--- config.mk ---
export PLATFORM = sky130hd
export DESIGN_NAME = aes_wb_sequencer
export DESIGN_NICKNAME = d
export VERILOG_FILES = /design/src/rtl/aes_wb_sequencer.sv
export SDC_FILE = /design/constraint.sdc
export NUM_CORES = 1
export LEC_CHECK = 0
export ABC_AREA = 0
export CAP_MARGIN = 20
export CORE_ASPECT_RATIO = 1.75
export CORE_MARGIN = 2
export CORE_UTILIZATION = 35
export DETAILED_ROUTE_END_ITERATION = 8
export DONT_BUFFER_PORTS = 1
export HOLD_SLACK_MARGIN = 0.1
export SYNTH_ARGS = -nofsm -noshare
export SYNTH_HDL_FRONTEND = slang
export SYNTH_SLANG_ARGS = --single-unit
--- constraint.sdc ---
create_clock -name clk -period 3.45 [get_ports clk]
set_input_delay 0.1725 -clock clk [delete_from_list [all_inputs] [get_ports clk]]
set_output_delay 0.1725 -clock clk [all_outputs]
set_load 0.005 [all_outputs]
--- src/rtl/aes_wb_sequencer.sv ---
// aes_wb_sequencer: Wishbone master running one AES block op on aes_top.
// Define AES_SEQ_KEY_CACHE_EN to skip rewriting an unchanged key.
`timescale 1ns/1ps
module aes_wb_sequencer #(
  parameter logic [31:0] BASE_ADDR = 32'h0000_0000,
  parameter int unsigned POLL_MAX  = 64
) (
  input  logic         clk,
  input  logic         rst_n,
  input  logic         req_valid,
  output logic         req_ready,
  input  logic [127:0] req_key,
  input  logic [127:0] req_data,
  input  logic         req_decrypt,
  output logic         rsp_valid,
  input  logic         rsp_ready,
  output logic [127:0] rsp_data,
  output logic         rsp_err,
  output logic         busy,
  output logic [31:0]  wbm_adr_o,
  output logic [31:0]  wbm_dat_o,
  output logic [3:0]   wbm_sel_o,
  output logic         wbm_we_o,
  output logic         wbm_cyc_o,
  output logic         wbm_stb_o,
  input  logic         wbm_ack_i,
  input  logic         wbm_err_i,
  input  logic [31:0]  wbm_dat_i
);

  typedef enum logic [2:0] {
    IDLE, WR_KEY, WR_DIN, WR_CTRL, RD_STAT, RD_DOUT, RESP
  } state_e;

  localparam logic [31:0] OFS_DIN  = 32'h10;
  localparam logic [31:0] OFS_CTRL = 32'h20;
  localparam logic [31:0] OFS_STAT = 32'h24;
  localparam logic [31:0] OFS_DOUT = 32'h28;
  localparam logic [7:0]  POLL_LAST = 8'(POLL_MAX - 1);

  state_e       state_q;
  logic [1:0]   idx_q;
  logic [7:0]   poll_q;
  logic [127:0] key_q, din_q, rsp_data_q;
  logic         dec_q;
  logic         req_ready_q, rsp_valid_q, rsp_err_q, busy_q;
  logic [31:0]  adr_q, dat_q;
  logic [3:0]   sel_q;
  logic         we_q, cyc_q, stb_q;

  logic         bus_ack, bus_err, timeout, cache_hit;
  logic [1:0]   idx_n;
  logic [31:0]  nxt_ofs;

  // Word 0 is the most significant 32 bits of a block.
  function automatic logic [31:0] word_of(input logic [127:0] b,
                                          input logic [1:0]   i);
    return b[{~i, 5'd0} +: 32];
  endfunction

  assign bus_ack = stb_q & wbm_ack_i;
  assign bus_err = stb_q & wbm_err_i;
  assign idx_n   = idx_q + 2'd1;
  assign nxt_ofs = {28'd0, idx_n, 2'b00};
  assign timeout = (state_q == RD_STAT) & bus_ack & ~wbm_dat_i[0]
                 & (poll_q == POLL_LAST);

`ifdef AES_SEQ_KEY_CACHE_EN
  logic [127:0] kc_key_q;
  logic         kc_vld_q;
  logic         key_done;

  assign key_done = (state_q == WR_KEY) & bus_ack & (idx_q == 2'd3);

  always_ff @(posedge clk) begin
    if (!rst_n) begin
      kc_vld_q <= 1'b0;
      kc_key_q <= '0;
    end else if (bus_err || timeout) begin
      kc_vld_q <= 1'b0;
    end else if (key_done) begin
      kc_vld_q <= 1'b1;
      kc_key_q <= key_q;
    end
  end

  assign cache_hit = kc_vld_q && (req_key == kc_key_q);
`else
  assign cache_hit = 1'b0;
`endif

  always_ff @(posedge clk) begin
    if (!rst_n) begin
      state_q     <= IDLE;
      idx_q       <= '0;
      poll_q      <= '0;
      key_q       <= '0;
      din_q       <= '0;
      dec_q       <= 1'b0;
      req_ready_q <= 1'b0;
      rsp_valid_q <= 1'b0;
      rsp_err_q   <= 1'b0;
      rsp_data_q  <= '0;
      busy_q      <= 1'b0;
      adr_q       <= '0;
      dat_q       <= '0;
      sel_q       <= '0;
      we_q        <= 1'b0;
      cyc_q       <= 1'b0;
      stb_q       <= 1'b0;
    end else if (bus_err || timeout) begin
      state_q     <= RESP;
      cyc_q       <= 1'b0;
      stb_q       <= 1'b0;
      we_q        <= 1'b0;
      rsp_valid_q <= 1'b1;
      rsp_err_q   <= 1'b1;
      rsp_data_q  <= '0;
    end else begin
      unique case (state_q)
        IDLE: begin
          if (req_valid && req_ready_q) begin
            key_q       <= req_key;
            din_q       <= req_data;
            dec_q       <= req_decrypt;
            idx_q       <= '0;
            poll_q      <= '0;
            req_ready_q <= 1'b0;
            busy_q      <= 1'b1;
            rsp_err_q   <= 1'b0;
            rsp_data_q  <= '0;
            cyc_q       <= 1'b1;
            stb_q       <= 1'b1;
            we_q        <= 1'b1;
            sel_q       <= 4'hF;
            if (cache_hit) begin
              state_q <= WR_DIN;
              adr_q   <= BASE_ADDR + OFS_DIN;
              dat_q   <= word_of(req_data, 2'd0);
            end else begin
              state_q <= WR_KEY;
              adr_q   <= BASE_ADDR;
              dat_q   <= word_of(req_key, 2'd0);
            end
          end else begin
            req_ready_q <= 1'b1;
          end
        end
        WR_KEY: if (bus_ack) begin
          idx_q <= idx_n;
          if (idx_q == 2'd3) begin
            state_q <= WR_DIN;
            adr_q   <= BASE_ADDR + OFS_DIN;
            dat_q   <= word_of(din_q, 2'd0);
          end else begin
            adr_q <= BASE_ADDR + nxt_ofs;
            dat_q <= word_of(key_q, idx_n);
          end
        end
        WR_DIN: if (bus_ack) begin
          idx_q <= idx_n;
          if (idx_q == 2'd3) begin
            state_q <= WR_CTRL;
            adr_q   <= BASE_ADDR + OFS_CTRL;
            dat_q   <= {30'd0, dec_q, 1'b1};
          end else begin
            adr_q <= BASE_ADDR + OFS_DIN + nxt_ofs;
            dat_q <= word_of(din_q, idx_n);
          end
        end
        WR_CTRL: if (bus_ack) begin
          state_q <= RD_STAT;
          adr_q   <= BASE_ADDR + OFS_STAT;
          dat_q   <= '0;
          we_q    <= 1'b0;
        end
        RD_STAT: if (bus_ack) begin
          if (wbm_dat_i[0]) begin
            state_q <= RD_DOUT;
            adr_q   <= BASE_ADDR + OFS_DOUT;
            idx_q   <= '0;
          end else begin
            poll_q <= poll_q + 8'd1;
          end
        end
        RD_DOUT: if (bus_ack) begin
          rsp_data_q[{~idx_q, 5'd0} +: 32] <= wbm_dat_i;
          idx_q <= idx_n;
          if (idx_q == 2'd3) begin
            state_q     <= RESP;
            cyc_q       <= 1'b0;
            stb_q       <= 1'b0;
            rsp_valid_q <= 1'b1;
          end else begin
            adr_q <= BASE_ADDR + OFS_DOUT + nxt_ofs;
          end
        end
        RESP: if (rsp_ready) begin
          state_q     <= IDLE;
          rsp_valid_q <= 1'b0;
          busy_q      <= 1'b0;
          req_ready_q <= 1'b1;
        end
        default: state_q <= IDLE;
      endcase
    end
  end

  assign req_ready = req_ready_q;
  assign rsp_valid = rsp_valid_q;
  assign rsp_data  = rsp_data_q;
  assign rsp_err   = rsp_err_q;
  assign busy      = busy_q;
  assign wbm_adr_o = adr_q;
  assign wbm_dat_o = dat_q;
  assign wbm_sel_o = sel_q;
  assign wbm_we_o  = we_q;
  assign wbm_cyc_o = cyc_q;
  assign wbm_stb_o = stb_q;

endmodule
-- Yosys cells after proc, flatten, opt, wreduce, memory -nomap -nowiden
Cells that the tools add are included.
- input bits: 295
- word-level logic and storage cells: 160
- bits in registers: 469
- equality and inequality tests: 33
- shift-type cells: 4
- multiplexer cells: 62
- reductions and logical operators: 29
- bitwise operators: 10
- $add $sub $neg: 5
- operators by type and width (cell ; number):
    two-way mux 32 bit ; 14
    two-way mux 128 bit ; 2
    case mux 128 bit (2 select lines) ; 1
    variable part select 128 x 8 -> 32 bit ; 2
    case mux 32 bit (6 select lines) ; 1
    bitwise mux 128 bit ; 1
    case mux 32 bit (4 select lines) ; 1
    variable shift 32 x 9 -> 128 bit (first input constant) ; 1
    variable part select 32 x 9 -> 128 bit ; 1
    two-way mux 3 bit ; 12
    inequality test 3 bit (second input constant) ; 9
    inequality test 2 bit (second input constant) ; 13
    two-way mux 8 bit ; 3
    AND reduction 11 bit ; 2
    case mux 3 bit (7 select lines) ; 1
    case mux 8 bit (2 select lines) ; 1
    two-way mux 1 bit ; 13
    AND reduction 3 bit ; 4
    AND reduction 4 bit ; 3
    AND reduction 6 bit ; 2
    nonzero test 2 bit ; 6
    case mux 1 bit (2 select lines) ; 5
    AND reduction 10 bit ; 1
    equality test 3 bit (second input constant) ; 3
    other kinds (28) ; 41

-- Depth between registers and ports, before layout
- word-level depth: 7
- gate-level depth with buffers: 13

-- Worst setup path before layout
OpenSTA, ideal clock, no wires.
- kind: register to register
- start point: register idx_q[0]
- end point: register dat_q[10] (netlist: wbm_dat_o[10])
- cell stages (with the launch flop): 11
- slack: 590 ps
- data arrival time: 2729 ps
- period minus slack after synthesis: 2860 ps
- required time: 3320 ps
- cells stage by stage: dfxtp_1 > buf_2 > buf_2 > buf_2 > inv_1 > ha_1 > buf_2 > buf_2 > mux4_2 > a221oi_1 > o31ai_1
- word-level cells in the longest chain between the ends: 6
- elaborated cells between the ends (all ways): 10
- classes of those cells: 1 x add/sub; 1 x eq/ne; 2 x shift; 5 x mux; 1 x bitwise
- RTL lines (element ; line ; text):
    start: declaration ; 42 ; logic [1:0] idx_q;
    start signal: assignment ; 150 ; idx_q <= idx_n;
    start signal: assignment ; 161 ; idx_q <= idx_n;
    start signal: assignment ; 188 ; idx_q <= idx_n;
    adder 2 x 1 -> 2 bit ; 63 ; assign idx_n = idx_q + 2'd1;
    NOT 2 bit ; 58 ; return b[{~i, 5'd0} +: 32];
    variable part select 128 x 8 -> 32 bit ; 58 ;
    two-way mux 32 bit (on tied branches) ; 162, 151 ;
    two-way mux 32 bit (on tied branches) ; 160, 149 ;
    case mux 32 bit (4 select lines) * ; 120 ; unique case (state_q)
    end signal: assignment ; 157 ; dat_q <= word_of(key_q, idx_n);
    end signal: assignment ; 165 ; dat_q <= {30'd0, dec_q, 1'b1};
    end signal: assignment ; 168 ; dat_q <= word_of(din_q, idx_n);
    end: declaration ; 47 ; logic [31:0] adr_q, dat_q;
Every way passes the cells marked *; elsewhere a longest branch is shown, timed or not. The select of a mux whose other input is x is not followed.
A chain may end at the register's enable or synchronous reset.

-- Worst setup path after layout
- start point: register state_q[0]
- end point: register din_q[89]
- word-level cells in the longest chain between the ends: 7
- elaborated cells between the ends (all ways): 8
- classes of those cells: 1 x eq/ne; 4 x bitwise; 3 x reduce/logical
- RTL lines (element ; line ; text):
    start: declaration ; 41 ; state_e state_q;
    start signal: assignment ; 94 ; state_q <= IDLE;
    start signal: assignment ; 112 ; state_q <= RESP;
    start signal: assignment ; 137 ; state_q <= WR_DIN;
    equality test 3 bit ; 65 ; assign timeout = (state_q == RD_STAT) & bus_ack & ~wbm_dat_i[0]
    bitwise AND 1 bit (2 in series) ; 65 ;
    bitwise AND 1 bit ; 66 ; & (poll_q == POLL_LAST);
    logical OR 1 bit ; 111 ; end else if (bus_err || timeout) begin
    NOT 1 bit (no source line) ; -- ;
    AND reduction 3 bit (no source line) * ; -- ;
    end signal: assignment ; 124 ; din_q <= req_data;
    end: declaration ; 44 ; logic [127:0] key_q, din_q, rsp_data_q;
Every way passes the cells marked *; elsewhere a longest branch is shown, timed or not.

==> reports/qor.yml <==
status:
  outcome: "completed"
route:
  wl_per_cell_um: 23.2
  first_pass_iters: 5
  vias: 16236
  drt_iter0_markers: 858
  drc: 0
  routed_wl_um: 67900
  viasPerCell: 5.54
  ant_nets: 0
sta:
  slew-limit-headroom_pct: 29.8
  fmax_mhz: 317
  drv_slew: 0
  clock_skew_ps: 21.4
  finalWorstPathRequiredPeriod_ps: 3150
  rsz0062_at_grt: "no"
  period_share_pct: 91.4
  timing.hold.ws_ps: 124
  hold_viol_final: 0
  tightest_slew_ps: 1050
  setup_tns_ps: 0
  final-setup-viol-count: 0
clocking:
  cts_buffers: 44
  clk_pin_slew_worst_paths_ps: 70
  cts-root-buf: "clkbuf_16"
  h-tree-depth: 2
  clock_path_buffers: 3
  cts_tree: "yes"
  numClockSinks: 441
  clock_latency_ps: 590
yosys:
  ys_seq_elements: 441
  seq_area_frac_synth_pct: 46.1
  synthArstFlopShare_pct: 0
  syn_area_per_cell_um2: 9.63
  synth_top_family_by_area: "multiplexers"
  synth_edf_count: 0
  synth_top_cell_by_area: "dfxtp_1"
  ys_types: 60
  yosysMostFrequentCell: "dfxtp_1"
  synth_mux_area_share_pct: 21.1
  yosysWarnings: 0
  synth_top_area_share_pct: 46.1
  synth_xor_area_share_pct: 0.0915
  synth.top_cells.by_count: "441 x dfxtp_1, 270 x nor2_1, 259 x mux2i_1, 186 x a21oi_1, 168 x nand3_1"
  ys.flop_type: "dfxtp_1"
  syn_area_um2: 19100
  synthCells: 1988
  synthAdderAreaFrac_pct: 0.444
  synth_area_leaders: "dfxtp_1 46%, mux2i_1 14%, mux4_2 7.5%"
  synth_compound_area_share_pct: 11.0
  synthSimpleGateAreaFrac_pct: 14.4
placement:
  port_buffers: 0
  hpwl_um: 45000
  routabilityCongestion: 0.821
grt:
  grt_pass1_wl_um: 102000
  grt_max_degree: 148
  grt_overflow_total: 0
  antenna_found_initial: 10
  track_usage_pct: 23.0
  grt_pass1_vias: 16954
worst_hold_path:
  hold_path.class: "in2reg"
  hold_depth: 4
critical_path:
  setup.worst_path.end_class: "register"
  critical_path_arrival_ps: 3640
  r2r_cells: 6
  crit_chain: "nor4_1 > nand3_4 > buf_4 > mux2i_1 > nor2_1 > dlygate4sd3_1"
  worst-path-max-fanout: 28
  cp-start-kind: "register"
  crit_family: "simple AND/OR/NAND/NOR gates"
  critPathMaxStageDelay_ps: 730
  cp_slowest_cell: "nor4_1"
  critPathRequiredTime_ps: 3930
  crit_type: "reg2reg"
  crit_buf_inv: 2
  crit_cells: 6
floorplan:
  floorplan.initialDensity_pct: 35.4
  die_x_um: 181
  num_rows: 113
  die_y_um: 313
  dieArea_um2: 56700
  num_io_pins: 498
  coreArea_um2: 54200
final_layout:
  syn_to_final_growth_pct: 25.5
  drive_above_1_share_pct: 9.78
  finish.utilization_pct: 44.4
  final_net_count: 2496
pwr:
  fin_total_pwr_mw: 17.0
  powerDensity_nw_per_um2: 709
  irDropWorstVdd_mv: 0.554
  p_leak_nw: 10.1
flow_run:
  drv_cap: 0
[layer usage]
metal | up-vias | track usage, % | routed length, um
met2 | 835 | 41.9 | 34800
met5 | - | 0 | 13
met1 | 7775 | 24.3 | 24400
li1 | 7417 | - | -
met4 | 2 | 12.4 | 3610
met3 | 207 | 5.62 | 5110
[power breakdown]
part	switching, mW	internal [mW]
combinational	3.38	2.09
sequential	0.538	5.67
clock	2.27	3.07
[cells by family after synthesis]
kind of cell,count (synthesis)
buffers and inverters,219
flip-flops,441
adder cells (fa/ha/maj),7
XOR/XNOR,2
multiplexers,324
AO/OA/AOI/OAI,359
other,1
AND/OR/NAND/NOR,635
[timing repair]
action                                  CTS  global route
hold buffers                            297             0
endpoints found under the setup margin    0             0
resized for setup                         0             0
hold endpoints to repair                435             0
buffers inserted                          0             0
[registers in the layout, indices dropped and copies added (netlist names), 2 cells and up]
signal / cells
din_q: 128
idx_q: 2
key_q: 128
poll_q: 8
rsp_data: 128
state_q: 3
wbm_adr_o: 4
wbm_dat_o: 32
[path summary, 6_finish.rpt]
check / start / endpoint / slack (ps)
setup / recovery: state_q[0] / din_q[89] / 300
hold / removal: wbm_ack_i / wbm_stb_o / 120
setup reg to reg: state_q[0] / din_q[89] / 300
hold reg to reg: rsp_data[12] / rsp_data[12] / 470
[cells in the final DEF, fill, tap and decap left out, types with 4 or more instances in the layout]
| cell type | Yosys | layout |
|---|---|---|
| dfxtp_1 | 441 | 439 |
| dlygate4sd3_1 | 0 | 296 |
| nor2_1 | 270 | 266 |
| mux2i_1 | 259 | 259 |
| a21oi_1 | 186 | 186 |
| nand3_1 | 168 | 167 |
| nand2_1 | 147 | 146 |
| o21ai_0 | 75 | 75 |
| mux4_2 | 64 | 64 |
| clkbuf_16 | 0 | 45 |
| buf_4 | 43 | 37 |
| o31ai_1 | 32 | 32 |
| a221oi_1 | 30 | 30 |
| conb_1 | 1 | 28 |
| diode_2 | 0 | 11 |
| buf_12 | 0 | 10 |
| nor3_1 | 8 | 8 |
| clkbuf_8 | 0 | 8 |
| inv_1 | 8 | 6 |
| nor2_2 | 3 | 6 |
| bufinv_16 | 0 | 6 |
| a31oi_1 | 5 | 5 |
| inv_8 | 0 | 4 |
| and3_1 | 5 | 4 |
| nand4_1 | 4 | 4 |
| nand2b_1 | 4 | 4 |
| or3_1 | 4 | 4 |
| a211oi_1 | 4 | 4 |
| ha_1 | 6 | 4 |
| clkinv_2 | 0 | 4 |
| clkbuf_1 | 71 | 4 |
[tightest hold or removal path: stages]
cell and delay [ps]:
a21o_1 160, a31oi_1 110, o21ai_0 150, a21oi_1 70
[layout make-up]
cell class	count	area, um2
fillers	4941	30100
multi-input cells	1355	9190
flip-flops and latches	441	8830
repair buffers	344	3470
clock buffers	57	1250
well taps	690	863
clock inverters	23	350
inverters	9	41.3
diodes	11	27.5
[stage by stage]
stage	instances	instance area [um2]	worst slack, ps
after floorplan	2015	19300	590
after global placement	2542	19400	742
after detailed placement	2542	19400	702
after CTS	2919	24000	315
after global routing	2928	24000	168
final	2930	24000	295
Power figures use the tool's default switching activity.
